## config.mk

```make
export PLATFORM = sky130hd
export DESIGN_NAME = ireg_wb
export DESIGN_NICKNAME = d
export VERILOG_FILES = /design/src/rtl/ireg_wb.sv
export SDC_FILE = /design/constraint.sdc
export NUM_CORES = 1
export LEC_CHECK = 0
export CORE_MARGIN = 10
export CORE_UTILIZATION = 38
export CTS_CLUSTER_SIZE = 30
export DETAILED_ROUTE_END_ITERATION = 10
export GPL_ROUTABILITY_DRIVEN = 0
export PLACE_DENSITY = 0.76
export RECOVER_POWER = 50
export SETUP_SLACK_MARGIN = 0.5
export SLEW_MARGIN = 30
export SYNTH_ARGS = -nofsm -noshare
export SYNTH_HDL_FRONTEND = slang
export SYNTH_SLANG_ARGS = --single-unit
```

## constraint.sdc

```tcl
create_clock -name clk -period 6.1 [get_ports clk]
set_input_delay 0.61 -clock clk [delete_from_list [all_inputs] [get_ports clk]]
set_output_delay 0.61 -clock clk [all_outputs]
set_load 0.005 [all_outputs]
```

## src/rtl/ireg_wb.sv

```systemverilog
// ireg_wb - write-side controller for the integer register file.
//
// Purpose:
//   Merges single-cycle execute results and long-latency (load/divide)
//   results onto the register file write port. Execute always wins the
//   port. Long-latency results wait on a ready/valid handshake.
//   Keeps a per-register pending scoreboard for long-latency destinations.
//   Stalls decode on RAW/WAW hazards against pending registers, and when the
//   outstanding limit is reached.
//
// Ports:
//   clk, reset                 clock (rising edge), async active-high reset
//   id_valid/id_rs1/id_rs2     decode instruction and its sources
//   id_rd/id_rd_v/id_long      decode destination, write enable, long-latency flag
//   id_stall                   hold decode, instruction not issued
//   ex_valid/ex_rd/ex_data     execute result (no backpressure)
//   lu_valid/lu_rd/lu_data     long-latency result
//   lu_ready                   long-latency result accepted this cycle
//   rd/rdx_v/rdm_v/rd_data_x   register file write port
//   pending                    scoreboard, bit n = long write to xn outstanding
//
// Optional feature (macro IREG_WB_PERF_EN):
//   Adds the stall_raw_cnt and lu_wait_cnt 32-bit wrapping performance counters.
//   stall_raw_cnt counts cycles in which decode stalls on a RAW hazard.
//   lu_wait_cnt counts cycles in which a long-latency result is blocked.

module ireg_wb #(
    parameter int LONG_MAX = 4,
    parameter int CNT_W    = 4
) (
    input  logic        clk,
    input  logic        reset,
    input  logic        id_valid,
    input  logic [4:0]  id_rs1,
    input  logic [4:0]  id_rs2,
    input  logic [4:0]  id_rd,
    input  logic        id_rd_v,
    input  logic        id_long,
    output logic        id_stall,
    input  logic        ex_valid,
    input  logic [4:0]  ex_rd,
    input  logic [31:0] ex_data,
    input  logic        lu_valid,
    input  logic [4:0]  lu_rd,
    input  logic [31:0] lu_data,
    output logic        lu_ready,
    output logic [4:0]  rd,
    output logic        rdx_v,
    output logic        rdm_v,
    output logic [31:0] rd_data_x,
    output logic [31:0] pending
`ifdef IREG_WB_PERF_EN
    ,
    output logic [31:0] stall_raw_cnt,
    output logic [31:0] lu_wait_cnt
`endif
);

    localparam logic [CNT_W-1:0] CNT_MAX = CNT_W'(LONG_MAX);

    logic [31:0]      pending_q, pending_d;
    logic [CNT_W-1:0] count_q, count_d;

    logic             completion;
    logic             sel_v;
    logic [31:0]      clr_vec;
    logic [31:0]      set_vec;
    logic [31:0]      eff;
    logic             raw_hit;
    logic             waw_hit;
    logic             full_hit;
    logic             issue;
    logic             cnt_inc;
    logic             cnt_dec;

    // Write port arbitration: execute has absolute priority.
    // A completion frees its scoreboard bit in the same cycle, which lets a
    // dependent instruction in decode go ahead. The register file bypass
    // supplies the value that is being written this cycle.
    always_comb begin
        lu_ready   = ~ex_valid;
        completion = lu_valid & ~ex_valid;
        sel_v      = 1'b0;
        rd         = 5'd0;
        rd_data_x  = 32'd0;
        if (ex_valid) begin
            sel_v     = 1'b1;
            rd        = ex_rd;
            rd_data_x = ex_data;
        end else if (lu_valid) begin
            sel_v     = 1'b1;
            rd        = lu_rd;
            rd_data_x = lu_data;
        end
        // x0 completions are still accepted, but they never reach the array.
        rdx_v = sel_v & (rd != 5'd0);
        rdm_v = sel_v & (rd != 5'd0);

        clr_vec = 32'd0;
        if (completion) begin
            clr_vec[lu_rd] = 1'b1;
        end
        eff = pending_q & ~clr_vec;

        raw_hit  = eff[id_rs1] | eff[id_rs2];
        waw_hit  = id_rd_v & eff[id_rd];
        full_hit = id_long & id_rd_v & (count_q == CNT_MAX) & ~completion;
        id_stall = id_valid & (raw_hit | waw_hit | full_hit);

        issue = id_valid & ~id_stall & id_rd_v & id_long & (id_rd != 5'd0);
        set_vec = 32'd0;
        if (issue) begin
            set_vec[id_rd] = 1'b1;
        end
        pending_d    = eff | set_vec;
        pending_d[0] = 1'b0;
    end

    // Outstanding counter.
    // The counter decrements only for completions that retire a real
    // scoreboard entry. Stray completions, such as late results arriving
    // after a reset, therefore cannot push the counter below zero.
    // The counter also never exceeds LONG_MAX.
    always_comb begin
        cnt_dec = completion & pending_q[lu_rd] & (count_q != '0);
        cnt_inc = issue & ((count_q != CNT_MAX) | cnt_dec);
        count_d = count_q;
        if (cnt_inc && !cnt_dec) begin
            count_d = count_q + 1'b1;
        end else if (cnt_dec && !cnt_inc) begin
            count_d = count_q - 1'b1;
        end
    end

    // Scoreboard and counter state.
    always_ff @(posedge clk or posedge reset) begin
        if (reset) begin
            pending_q <= 32'd0;
            count_q   <= '0;
        end else begin
            pending_q <= pending_d;
            count_q   <= count_d;
        end
    end

    assign pending = pending_q;

`ifdef IREG_WB_PERF_EN
    logic [31:0] stall_raw_cnt_q, stall_raw_cnt_d;
    logic [31:0] lu_wait_cnt_q, lu_wait_cnt_d;

    // Performance counters wrap naturally at 2^32.
    always_comb begin
        stall_raw_cnt_d = stall_raw_cnt_q;
        lu_wait_cnt_d   = lu_wait_cnt_q;
        if (id_valid && raw_hit) begin
            stall_raw_cnt_d = stall_raw_cnt_q + 32'd1;
        end
        if (lu_valid && !lu_ready) begin
            lu_wait_cnt_d = lu_wait_cnt_q + 32'd1;
        end
    end

    always_ff @(posedge clk or posedge reset) begin
        if (reset) begin
            stall_raw_cnt_q <= 32'd0;
            lu_wait_cnt_q   <= 32'd0;
        end else begin
            stall_raw_cnt_q <= stall_raw_cnt_d;
            lu_wait_cnt_q   <= lu_wait_cnt_d;
        end
    end

    assign stall_raw_cnt = stall_raw_cnt_q;
    assign lu_wait_cnt   = lu_wait_cnt_q;
`endif

endmodule
```

* Word level (Yosys, flattened, before mapping)
Cells that the tools add are included.
** Cells by class
- Add/subtract/negate cells :: 2
- Magnitude comparators :: 6
- Equal/unequal tests :: 2
- Multiplexer cells :: 22
- Bitwise gates (word level) :: 24
- Reduce and logical (&&, ||, !) cells :: 10
** Operators with widths (count)
- 32-bit two-way mux :: 4
- 32-bit bitwise AND :: 1
- 32-bit NOT :: 1
- 32-bit bitwise OR :: 1
- 5-bit by 6-bit < comparator with 1-bit output (second input constant) :: 4
- 1-bit binary-select mux with 5-bit select :: 4
- 1-bit bitwise AND :: 14
- 1-bit demux with 5-bit select :: 2
- 5-bit by 1-bit greater-or-equal comparator with 1-bit output (second input constant) :: 2
- 5-bit two-way mux :: 2
- 5-bit nonzero test :: 2
- 1-bit two-way mux :: 8
- 4-bit two-way mux :: 2
- 4-bit by 1-bit adder with 4-bit output (second input constant) :: 1
- 4-bit by 3-bit == test with 1-bit output (second input constant) :: 1
- 1-bit logical AND :: 4
- 4-bit by 3-bit != test with 1-bit output (second input constant) :: 1
- 1-bit bitwise OR :: 4
- 4-bit nonzero test :: 1
- 4-bit by 1-bit subtractor with 4-bit output (second input constant) :: 1
- 1-bit NOT :: 3
- 1-bit logical NOT :: 2
- 2-bit nonzero test :: 1
** Word-level totals
- Register bits :: 35
- Input bits :: 96
- Output and inout port bits :: 73
- Logic and storage cells :: 68

* Logic depth before layout (Yosys ltp)
Gate-level depths: netlist (run 1).
- Word-level depth :: 23
- Gate-level depth with buffers :: 19
- Mapped depth without buffers :: 16

* Least setup slack after synthesis (run 1)
OpenSTA, ideal clock, no wires.
- Path type :: input to register
- Start point :: input lu_valid
- End point :: register count_q[3]
- Setup time :: 0.125 ns
- Arrival :: 3.984 ns
- Required time :: 5.975 ns
- Path slack :: 1.991 ns
- Cell stages on the path :: 19
- Buffers on the path :: 3
- Cells stage by stage :: buf_2 -> or4b_1 -> buf_2 -> o21ai_4 -> nor2_2 -> a2111oi_4 -> o32ai_1 -> nor4_4 -> nand4_4 -> buf_6 -> a31oi_1 -> ha_1 -> inv_1 -> ha_1 -> a21o_1 -> a21oi_1 -> xnor2_1 -> nor2_1 -> xor2_1
** On the way
- Longest elaborated chain between the ends :: 19
- Elaborated cells on any way between the ends :: 32
- Those cells by class :: mux (8); bitwise (19); reduce/logical (5)
** Ends and longest elaborated chain
- start: declaration :: line 43 : input logic lu_valid,
- 1-bit bitwise AND (*) :: line 82 : completion = lu_valid & ~ex_valid;
- 32-bit two-way mux :: line 100 : if (completion) begin
- 32-bit NOT :: line 103 : eff = pending_q & ~clr_vec;
- 32-bit bitwise AND :: line 103
- 1-bit binary-select mux with 5-bit select, on equally long branches :: line 105, 106
- 1-bit two-way mux, on equally long branches :: line 105, 106
- 1-bit bitwise OR or 1-bit bitwise AND (tied branches) :: line 105, 106
- 1-bit bitwise OR (2 in a row) :: line 108 : id_stall = id_valid & (raw_hit | waw_hit | full_hit);
- 1-bit bitwise AND :: line 108
- 1-bit NOT :: line 110 : issue = id_valid & ~id_stall & id_rd_v & id_long & (id_rd != 5'd0);
- 1-bit bitwise AND (4 in a row) :: line 110
- 1-bit bitwise AND :: line 126 : cnt_inc = issue & ((count_q != CNT_MAX) | cnt_dec);
- 1-bit logical NOT :: line 130 : end else if (cnt_dec && !cnt_inc) begin
- 1-bit logical AND :: line 130
- 2-bit nonzero test (no source line)
- end signal: assignment :: line 142 : count_q <= count_d;
- end: declaration :: line 62 : logic [CNT_W-1:0] count_q, count_d;
Every way passes the cells marked *; elsewhere a longest branch is shown, timed or not. The select of a mux whose other input is x is not followed.
A chain may end at the register's enable or synchronous reset.

* Worst setup path after layout (run 1)
- Start point :: input lu_rd[1]
- End point :: register count_q[3]
** On the way
- Longest elaborated chain between the ends :: 22
- Elaborated cells on any way between the ends :: 36
- Those cells by class :: order compare (2); mux (12); bitwise (16); reduce/logical (6)
** Ends and longest elaborated chain
- start: declaration :: line 44 : input logic [4:0] lu_rd,
- 5-bit by 6-bit < comparator with 1-bit output (implied by the code) or 5-bit by 1-bit greater-or-equal comparator with 1-bit output (tied branches) :: line 101 : clr_vec[lu_rd] = 1'b1;
- 1-bit logical AND (implied by the code) :: line 101
- 1-bit two-way mux (implied by the code) :: line 101
- 1-bit demux with 5-bit select :: line 101
- 32-bit two-way mux :: line 100
- 32-bit NOT :: line 103
- 32-bit bitwise AND :: line 103
- 1-bit binary-select mux with 5-bit select, on equally long branches :: line 105, 106
- [... 2 more ...]
- 1-bit bitwise OR (2 in a row) :: line 108
- 1-bit bitwise AND :: line 108
- 1-bit NOT :: line 110
- 1-bit bitwise AND (4 in a row) :: line 110
- 1-bit bitwise AND :: line 126
- 1-bit logical NOT :: line 130
- 1-bit logical AND :: line 130
- 2-bit nonzero test (no source line)
Parallel ways exist; a longest one is shown, timed or not. The select of a mux whose other input is x is not followed.

==> results of run 1 <==
layout make-up:
| type | count | area (µm²) |
|---|---|---|
| Clock buffer | 5 | 68.8 |
| Clock inverter | 3 | 43.8 |
| Fill cell | 810 | 3810 |
| Inverter | 24 | 90.1 |
| Multi-Input combinational cell | 336 | 2370 |
| Sequential cell | 35 | 876 |
| Tap cell | 111 | 139 |
| Timing Repair Buffer | 174 | 1720 |
cell families (layout without fill, tap and decap cells):
group / after synthesis / count (layout)
AOI/OAI and AO/OA: 173 / 173
and+or+nand+nor: 136 / 136
buffers and inverters: 64 / 206
DFF: 35 / 35
muxes: 18 / 18
adders and majority gates: 4 / 4
xor gates and xnor gates: 4 / 4
other: 1 / 1
critical path: stages:
cell,delay [ps]
clkdlybuf4s50_1,840
nand4b_1,640
o21ai_0,780
o2111ai_1,180
nand4_1,140
o32ai_1,160
nor4_4,350
nand4_4,130
a31oi_1,180
ha_1,210
inv_1,90
ha_1,280
a21o_1,180
a21oi_1,200
xnor2_1,140
nor2_1,60
xor2_1,140
routing by layer:
metal,wire [µm],GRT usage [%]
met2,8070,40.9
met5,0,0.781
met1,6010,27.8
met4,1080,13.8
met3,2540,9.40
worst max-delay path by stage:
stage | slack (ps) | from | endpoint
final | 960 | lu_rd[1] | count_q[3]
after global routing | 690 | lu_rd[1] | count_q[3]
after CTS | 1130 | lu_rd[1] | count_q[3]
after detailed placement | 860 | lu_rd[1] | count_q[3]
after global placement | 1030 | lu_rd[1] | count_q[3]
after floorplan | 1990 | lu_valid | count_q[3]
flip-flops by register name (all words and copies together), names as in the netlist:
signal   flops
pending     31
count_q      4
cells in the final DEF, fill, tap and decap left out, types with 10 or more instances in the layout:
master	synthesis	routed
a21oi_1	10	10
a22o_1	33	33
clkdlybuf4s50_1	0	131
dfrtp_1	35	35
dlygate4sd3_1	0	36
inv_1	22	22
mux4_2	11	11
nand2_1	51	51
nand3_1	12	12
nor2_1	20	20
nor3_1	10	10
o211ai_1	13	13
o21ai_0	49	49
o21ai_1	14	14
power groups by stage:
stage	combinational, mW	clock, mW	sequential (mW)
2_1_floorplan	0.206	0	0.300
3_3_place_gp	0.413	0	0.314
3_5_place_dp	0.418	0	0.315
4_1_cts	0.421	0.215	0.311
5_1_grt	0.449	0.227	0.316
6_report	0.417	0.215	0.312
==> results by group, run 1 <==
Synth
  – Synth top area share: 24.9%
  – Synthesized instance count: around 440
  – Synth Area in Adders: 1.64%
  – Avg Synthesized Cell Area: between 8 and 9 µm²
  – Dominant combinational cell family by area after synthesis: compound AO/OA/AOI/OAI gates
  – Synthesized flop and latch total: 35
  – Post-synthesis mux area share: between 9 and 10%
  – Synth top cells by count: 51 x nand2_1, 49 x o21ai_0, 35 x dfrtp_1, 33 x a22o_1, 27 x clkbuf_1
  – Syn_nets: 535
  – Most area-consuming cells after synthesis: dfrtp_1 25%, a22o_1 8.2%, mux4_2 7.1%, o21ai_0 7.0%, nand2_1 5.4%
  – Post-synthesis simple-gate area fraction: 20.5%
  – Ys Warns: 0
  – Most frequent cell after synthesis: nand2_1
  – Sequential area share after synthesis: 24.9%
  – Synth Flop Type: dfrtp_1
  – Fraction of registers with async set/reset: 100%
  – Post-synth EDFFs: 0
  – Synth Area in Compound Gates: 34.7%
  – Distinct cells, synth: 71
  – Synth Area in XOR/XNOR: 0.997%
  – Synth Cell Area: 0.00351 mm²
  – Yosys top cell by area: dfrtp_1

Layout
  – Number of diodes: 0
  – Final nets: 676
  – Share of cells above drive strength 1: 6.59%
  – Fin util: 58.2%
  – Post-route cell area: 0.00530 mm²
  – Non-filler cells, final: 688
  – Area delta synth->final: 50.9%

Placed design
  – Dpl ws: 862 ps
  – PortBufs: 167
  – Inst Count DP: 680
  – DP Area: slightly above 0.005 mm²
  – DP Wirelength: 14100 µm

Run status
  – Status: finished with violations
  – Failing checks: max-capacitance violations, max-slew violations

Worst setup path
  – Worst reg2reg startpoint: pending[7]
  – Crit. End Element: flip-flop
  – Crit path launch type: primary input
  – WP data required: ~6300 ps
  – Crit path DAT: ~5300 ps
  – FF-to-FF path depth: 13
  – Critical path type: primary input to flip-flop
  – CP Max Fanout: 14
  – Flop2flop setup slack: 2570 ps
  – Worst R2R End: count_q[3]

Route
  – DRT iter0 DRCs: between 1000 and 1500
  – Vias/cell: 6.59
  – Vias: 4534
  – Remaining DRCs: 0
  – Antenna-violating nets left: 0
  – Initial DRT Pass Iterations: 9
  – WL/cell: 25.7 µm
  – Final wirelength: 17700 µm

Clocking
  – Total CTS buffers: 5
  – Clock sinks: 35
  – Clock Pin Slew Worst Setup and Hold Paths: around 80 ps
  – Number of setup buffers added after CTS: 0
  – Clock root cell: clkbuf_8
  – Hold Buf Count CTS: 0
  – Resize count post-CTS: 0
  – Clock Latency Late Sink: 300 ps
  – TritonCTS clock tree: done
  – CTS max path bufs: 2
  – Htree depth: 2

STA
  – Fmax achieved: 0.195 GHz
  – Actual slew at the worst max-slew pin: between 1500 and 2000 ps
  – Slew headroom: -24.5%
  – RSZ-0062 raised after global routing: false
  – Final setup fails: 0
  – Worst setup margin: 962 ps
  – Max-slew violation count: 80
  – Final critical-path share of the clock period: between 80% and 90%
  – Final critical-path required period: between 5000 and 6000 ps
  – TNS Setup: 0 ps
  – Fin Hold WS: a little under 500 ps
  – Final hold vios: 0
  – Setup Skew: 4.19 ps

GRT
  – Grt total ovfl: 0
  – Global Route Usage Sum: between 20% and 30%
  – Number of global-route vias before repair: ~4300
  – Initial antenna violation count: 0
  – First-pass GRT wire length: between 20000 and 30000 µm
  – Largest net degree at the start of global routing: 44

Min path
  – Worst Hold Launch: count_q[3]
  – Hold Path Class: flip-flop to flip-flop
  – Sink of the worst hold path: count_q[3]
  – Hold Path Depth: 1

Power and ir drop
  – Peak supply drop: ~90 µV
  – Psw: 0.340 mW
  – Clock power frac: between 20% and 30%
  – Flop pwr share: 33.0%
  – Pint: roughly 0.6 mW
  – Combinational share of power: 44.2%
  – Sw Ratio: 36.0%
  – Tot Pwr: 0.943 mW
  – P_leak: 2.04 nW
  – Pwr dens: roughly 180 mW/mm²

Floorplan
  – DIE HEIGHT: roughly 120 µm
  – Initial Util: 38.6%
  – Std-Cell Rows: 35
  – Core footprint: 0.00911 mm²
  – Die area: 0.0135 mm²
  – Ports: 169
  – Die Span X: 116 µm

Job
  – Max_cap viols: 2
Power figures use the tool's default switching activity.
==> inputs of run 2 (changes only) <==
Settings changed: PLACE_DENSITY 0.76 to 0.79.
Clock period 6.1 ns to 4.2 ns, I/O delays scaled along.
==> run 2 against run 1 <==
  * The flow still finishes with violations (max-capacitance violations, max-slew violations)
  * Flip-flop and latch count unchanged
  * Die area is the same
  * Utilization grew 5.3 points
  * Clock power up 69%
  * Cell count increased by 6.8%
  * Critical path type unchanged
==> results by group, run 2 (synthesis gave the netlist of run 1 again) <==
GRT
  – Global Route Usage Sum: 24.6% (-0.54 points)
  – Number of global-route vias before repair: 4550 (+6.3%)
  – First-pass GRT wire length: 25900 µm (-0.27%)
  – Initial antenna violation count: 0 (unchanged)
  – Grt total ovfl: 0 (unchanged)
  – Largest net degree at the start of global routing: 44 (unchanged)

Worst setup path
  – Crit. End Element: flip-flop
  – Critical Path, Cell by Cell: clkdlybuf4s50_1 -> nor3b_1 -> buf_4 -> a32o_1 -> nand4b_1 -> nor3_1 -> nand3_1 -> nand4_4 -> a31oi_4 -> ha_4 -> inv_2 -> ha_4 -> a21o_1 -> a21oi_2 -> xnor2_1 -> nor2_1 -> xor2_1
  – Critical path type: primary input to flip-flop
  – CP peak stage delay: 600 ps (-240 ps)
  – Worst R2R End: count_q[3]
  – FF-to-FF path depth: 13 (unchanged)
  – WP data required: 4370 ps (-1920 ps)
  – Buf+Inv Stages, Crit Path: 3 (+1)
  – CP top delay family: simple AND/OR/NAND/NOR gates
  – CP Max Fanout: 9 (-5)
  – Worst reg2reg startpoint: pending[16]
  – Worst path most repeated cell: ha_4
  – Crit path launch type: primary input
  – Flop2flop setup slack: 910 ps (-1660 ps)
  – Crit path DAT: 3830 ps (-1500 ps)
  – Worst path slowest cell: clkdlybuf4s50_1

Floorplan
  – Die Span X: 116 µm (unchanged)
  – Die area: 0.0135 mm² (unchanged)
  – Initial Util: 38.6% (unchanged)
  – DIE HEIGHT: 116 µm (unchanged)
  – Ports: 169 (unchanged)
  – Core footprint: 0.00911 mm² (unchanged)
  – Std-Cell Rows: 35 (unchanged)

Route
  – Vias/cell: 6.26 (-5.0%)
  – Remaining DRCs: 0 (unchanged)
  – Antenna-violating nets left: 0 (unchanged)
  – Final wirelength: 17700 µm (-0.24%)
  – WL/cell: 24.0 µm (-6.6%)
  – Initial DRT Pass Iterations: 5 (-4)
  – DRT iter0 DRCs: 829 (-24%)
  – Vias: 4601 (+1.5%)

STA
  – Final critical-path share of the clock period: 87.1%
  – Max-slew violation count: 36 (-55%)
  – Final hold vios: 0 (unchanged)
  – RSZ-0062 raised after global routing: false
  – Worst setup margin: 544 ps (-418 ps)
  – Final setup fails: 0 (unchanged)
  – Fmax achieved: 0.274 GHz
  – Setup Skew: 9.68 ps (+5.49 ps)
  – Actual slew at the worst max-slew pin: 1850 ps (-12.0 ps)
  – Slew headroom: -23.7% (+0.80 points)
  – Final critical-path required period: 3660 ps

Power and ir drop
  – Flop pwr share: 30.1% (-2.9 points)
  – Peak supply drop: 205 µV (+130%)
  – Sw Ratio: 34.3% (-1.7 points)
  – Pwr dens: 260 mW/mm² (+46%)
  – Combinational share of power: 45.8% (+1.6 points)
  – Clock power frac: 24.2% (+1.4 points)
  – P_leak: 2.30 nW (+12%)
  – Psw: 0.516 mW (+52%)
  – Pint: 0.989 mW (+64%)

Clocking
  – Clock root cell: clkbuf_8
  – Total CTS buffers: 5 (unchanged)
  – Hold Buf Count CTS: 0 (unchanged)
  – TritonCTS clock tree: done
  – CTS max path bufs: 2 (unchanged)
  – Clock Pin Slew Worst Setup and Hold Paths: 70 ps (about the same)
  – Clock Latency Late Sink: 290 ps (about the same)
  – Clock sinks: 35 (unchanged)
  – Htree depth: 2 (unchanged)

Placed design
  – PortBufs: 167 (unchanged)
  – DP Wirelength: 14000 µm (-0.88%)
  – Dpl ws: -208 ps (-1070 ps)

Layout
  – Fin util: 63.5% (+5.3 points)
  – Most frequent cells in the layout: 123 x clkdlybuf4s50_1, 53 x buf_4, 51 x nand2_1
  – Number of diodes: 0 (unchanged)
  – Commonest non-fill, non-tap cell in the layout: clkdlybuf4s50_1
  – Max FFs per register: 31 (unchanged)
  – Share of cells above drive strength 1: 18.6% (+12 points)
  – # fillers: 755 (-6.8%)
  – Final nets: 723 (+7.0%)
  – Area delta synth->final: 64.7%

Min path
  – Sink of the worst hold path: count_q[3]
  – Hold Path Class: flip-flop to flip-flop
  – Hold Path Depth: 1 (unchanged)
  – Worst Hold Launch: count_q[3]

Run status
  – Failing checks: max-capacitance violations, max-slew violations
  – Status: finished with violations

Job
  – Max_cap viols: 1 (-1)
run 2: worst register-to-register path: cells and delay by family, from the launching register on:
kind,cells,cell delay (ps)
compound gates,5,1270
xor+xnor,2,300
fa+ha+maj,2,410
buf+inv,2,170
flops,1,460
mux,1,490
simple gates,1,70
run 2: through the flow:
stage | total power, mW | cell area, µm² | instances | TNS [ps] | hold WS, ps
after global placement | 1.11 | 5580 | 726 | -93.5 | 458
after global routing | 1.58 | 5790 | 735 | 0 | 526
final | 1.50 | 5790 | 735 | 0 | 503
after detailed placement | 1.13 | 5580 | 726 | -326 | 495
after CTS | 1.50 | 5770 | 735 | 0 | 509
after floorplan | 0.753 | 3570 | 435 | 0 | 443
run 2: how the worst max path moves through the flow:
| stage | start | end | slack, ps | cells after the start |
|---|---|---|---|---|
| after floorplan | ex_valid | count_q[3] | 490 | 19 |
| after global placement | lu_rd[2] | count_q[3] | -90 | 17 |
| after detailed placement | lu_rd[3] | count_q[3] | -210 | 16 |
| after CTS | ex_valid | count_q[3] | 540 | 16 |
| after global routing | id_rd[3] | count_q[3] | 450 | 17 |
| final | id_rd[4] | count_q[3] | 540 | 17 |
run 2: routing by layer:
metal  track usage, %  wire [µm]  vias up  part of all wire [%]
met1             28.5       6330     2099                    36
met3             7.09       2260       90                    13
li1                 -          -     2039                     -
met4             9.76        823        0                   4.7
met5                0          0        -                     0
met2             41.8       8250      373                    47
run 2: layout make-up:
cell class	count	area (µm²)	share of cell area [%]
Multi-Input combinational cell	336	2500	43.3
Inverter	24	90.1	1.56
Clock inverter	3	67.6	1.17
Tap cell	111	139	2.40
Sequential cell	35	876	15.1
Timing Repair Buffer	221	2040	35.3
Clock buffer	5	68.8	1.19
run 2: power by group through the flow:
stage               Sequential [mW]  Clock [mW]  Combinational, mW
floorplan                     0.440           0              0.313
detailed placement            0.455           0              0.673
CTS                           0.450       0.368              0.680
global route                  0.461       0.381              0.736
finish                        0.452       0.364              0.689
global placement              0.451           0              0.657
run 2: repair_timing:
action	4_1_cts	5_1_grt
resized for setup	21	26
pin swaps	5	11
endpoints found under the setup margin	4	4
buffers inserted	1	0
gates cloned	0	0
==> inputs of run 3 (changes only) <==
Settings changed: CTS_BUF_LIST set to sky130_fd_sc_hd__clkbuf_2.
==> run 3 against run 2 <==
  * Final area down 0.99%
  * Critical endpoint is now id_stall
  * Clock skew up 22 ps
  * Critical path depth shrank 8
  * The run still ends with max-capacitance violations, max-slew violations left
  * Utilization shrank 0.63 points
  * Highest routed layer unchanged
  * Hold slack improved by 23 ps
==> results by group, run 3 (synthesis gave the netlist of run 1 again) <==
Route
  – Antenna-violating nets left: 0 (unchanged)
  – DRT iter0 DRCs: 791 (-4.6%)
  – Max layer used: met4
  – WL/cell: 24.0 µm (about the same)
  – Final wirelength: 17700 µm (about the same)
  – Initial DRT Pass Iterations: 6 (+1)
  – Vias: 4667 (+1.4%)
  – Remaining DRCs: 0 (unchanged)
  – Met3 Routed Length: 2370 µm (+5.0%)
  – Routed wl met2: 8280 µm (+0.46%)
  – Metal-1 WL: 6250 µm (-1.2%)
  – Vias/cell: 6.35 (+1.4%)

STA
  – Final hold vios: 0 (unchanged)
  – Max-slew violation count: 36 (unchanged)
  – Final critical-path share of the clock period: 86.8% (-0.25 points)
  – RSZ-0062 raised after global routing: true
  – Final critical-path required period: 3650 ps (-10.7 ps)
  – Slew headroom: -24.6% (-0.90 points)
  – TNS Setup: 0 ps (unchanged)
  – Fmax achieved: 0.274 GHz (+0.29%)
  – Final setup fails: 0 (unchanged)
  – Setup Skew: 31.2 ps (+21.6 ps)
  – Actual slew at the worst max-slew pin: 1870 ps (+13.5 ps)
  – Worst setup margin: 554 ps (+10.7 ps)

Run status
  – Status: finished with violations
  – Failing checks: max-capacitance violations, max-slew violations

Clocking
  – Clock root cell: clkbuf_2
  – Clock Pin Slew Worst Setup and Hold Paths: 200 ps (+130 ps)
  – Clock sinks: 35 (unchanged)
  – CTS max path bufs: 2 (unchanged)
  – TritonCTS clock tree: done
  – Hold Buf Count CTS: 0 (unchanged)
  – Total CTS buffers: 5 (unchanged)
  – Clock Latency Late Sink: 440 ps (+150 ps)
  – Htree depth: 2 (unchanged)

Worst setup path
  – Crit path launch type: primary input
  – Crit path capture: id_stall
  – Worst path depth: 9 (-8)
  – Critical Path, Cell by Cell: clkdlybuf4s50_1 -> and3_1 -> and2_1 -> a32oi_1 -> nand4b_1 -> nor3_1 -> a31oi_1 -> a41oi_1 -> clkdlybuf4s50_1
  – Crit. End Element: primary output
  – Setup crit start: id_rd[2]
  – FF-to-FF path depth: 16 (+3)
  – Flop2flop setup slack: 1070 ps (+160 ps)
  – Crit path DAT: 3230 ps (-600 ps)
  – Buf+Inv Stages, Crit Path: 2 (-1)
  – Worst R2R End: count_q[3]
  – CP peak stage delay: 650 ps (+50 ps)
  – Critical path type: primary input to primary output
  – CP Max Fanout: 12 (+3)
  – WP data required: 3780 ps (-590 ps)
  – Worst path most repeated cell: clkdlybuf4s50_1
  – Worst path slowest cell: clkdlybuf4s50_1
  – Worst reg2reg startpoint: pending[8]
  – CP top delay family: buffers and inverters

GRT
  – Initial antenna violation count: 0 (unchanged)
  – Grt total ovfl: 0 (unchanged)
  – First-pass GRT wire length: 25800 µm (-0.24%)
  – Number of global-route vias before repair: 4539 (-0.24%)
  – Global Route Usage Sum: 24.6% (about the same)
  – Largest net degree at the start of global routing: 44 (unchanged)

Placed design
  – Dpl ws: -208 ps (unchanged)
  – Inst Count DP: 726 (unchanged)
  – PortBufs: 167 (unchanged)
  – DP Wirelength: 14000 µm (unchanged)

Power and ir drop
  – Flop pwr share: 31.8% (+1.7 points)
  – Combinational share of power: 47.9% (+2.1 points)
  – P_leak: 2.28 nW (-0.73%)
  – Psw: 0.510 mW (-1.3%)
  – Sw Ratio: 35.9% (+1.6 points)
  – Peak supply drop: 206 µV (+0.53%)
  – Tot Pwr: 1.42 mW (-5.7%)
  – Pint: 0.909 mW (-8.0%)
  – Clock power frac: 20.4% (-3.8 points)
  – Pwr dens: 248 mW/mm² (-4.8%)

Layout
  – # fillers: 763 (+1.1%)
  – Non-filler cells, final: 735 (unchanged)
  – Area delta synth->final: 63.1%
  – Final nets: 723 (unchanged)
  – Number of diodes: 0 (unchanged)
  – Commonest non-fill, non-tap cell in the layout: clkdlybuf4s50_1
  – Max FFs per register: 31 (unchanged)
  – Fin util: 62.9% (-0.63 points)
  – Share of cells above drive strength 1: 16.8% (-1.8 points)
  – Most frequent cells in the layout: 124 x clkdlybuf4s50_1, 53 x buf_4, 51 x nand2_1

Floorplan
  – Ports: 169 (unchanged)
  – Die area: 0.0135 mm² (unchanged)
  – Die Span X: 116 µm (unchanged)
  – Core footprint: 0.00911 mm² (unchanged)
  – Initial Util: 38.6% (unchanged)
  – Std-Cell Rows: 35 (unchanged)
  – DIE HEIGHT: 116 µm (unchanged)

Min path
  – Hold Path Class: flip-flop to flip-flop

Job
  – Max_cap viols: 1 (unchanged)
==> run 3: changes by cell type in the layout (fill, tap and decap cells not counted), moves of 2 or more <==
cell	delta
dlygate4sd2_1	+6
clkbuf_8	-5
clkbuf_2	-2
o21ai_0	+2
==> run 3: area by class of cell <==
| type | count | area (µm²) | area share (%) |
|---|---|---|---|
| clock inverter | 3 | 67.6 | 1.18 |
| timing repair buffer | 221 | 2070 | 36.1 |
| multi-input combinational | 336 | 2460 | 43.0 |
| inverter | 24 | 90.1 | 1.57 |
| tap | 111 | 139 | 2.42 |
| clock buffer | 5 | 25.0 | 0.437 |
| sequential | 35 | 876 | 15.3 |
==> run 3: layer usage <==
metal  track usage, %  vias up
li1                 -     2037
met1             28.5     2150
met2             41.3      399
met3             7.40       81
met4             10.3        0
met5                0        -
==> run 3: worst reg2reg max path: stages (launching register included) <==
cell and delay (ps):
dfrtp_1 470, o21ai_2 110, buf_4 150, a32o_1 200
nand4b_1 180, nor3_1 370, nand3_1 190, nand4_4 160
a31oi_2 50, ha_2 210, inv_2 100, ha_4 200
a21o_1 150, a21oi_2 120, xnor2_1 80, nor2_1 140
xor2_1 170
==> run 3: power by group through the flow <==
| stage | sequential, mW | clock, mW | combinational, mW |
|---|---|---|---|
| floorplan | 0.440 | 0 | 0.313 |
| global placement | 0.451 | 0 | 0.657 |
| detailed placement | 0.455 | 0 | 0.673 |
| CTS | 0.450 | 0.286 | 0.680 |
| global route | 0.459 | 0.300 | 0.728 |
| finish | 0.451 | 0.289 | 0.679 |
==> run 3: worst min path at each step <==
stage / slack, ps / to / start / cells past startpoint
2_1_floorplan: 440 / count_q[3] / count_q[3] / 1
3_3_place_gp: 460 / count_q[3] / count_q[3] / 1
3_5_place_dp: 500 / count_q[3] / count_q[3] / 1
4_1_cts: 390 / pending[17] / reset / 3
5_1_grt: 540 / count_q[3] / count_q[3] / 1
6_report: 530 / count_q[3] / count_q[3] / 1
==> run 3: timing repair <==
item                       4_1_cts  5_1_grt
setup buffers                    1        0
pin swaps                        5        2
setup endpoints to repair        4        4
gates resized for setup         18        5
==> run 3: metrics by stage <==
stage	area (µm²)	hold slack (ps)
after floorplan	3570	443
after global placement	5580	458
after detailed placement	5580	495
after CTS	5720	389
after global routing	5730	542
final	5730	526
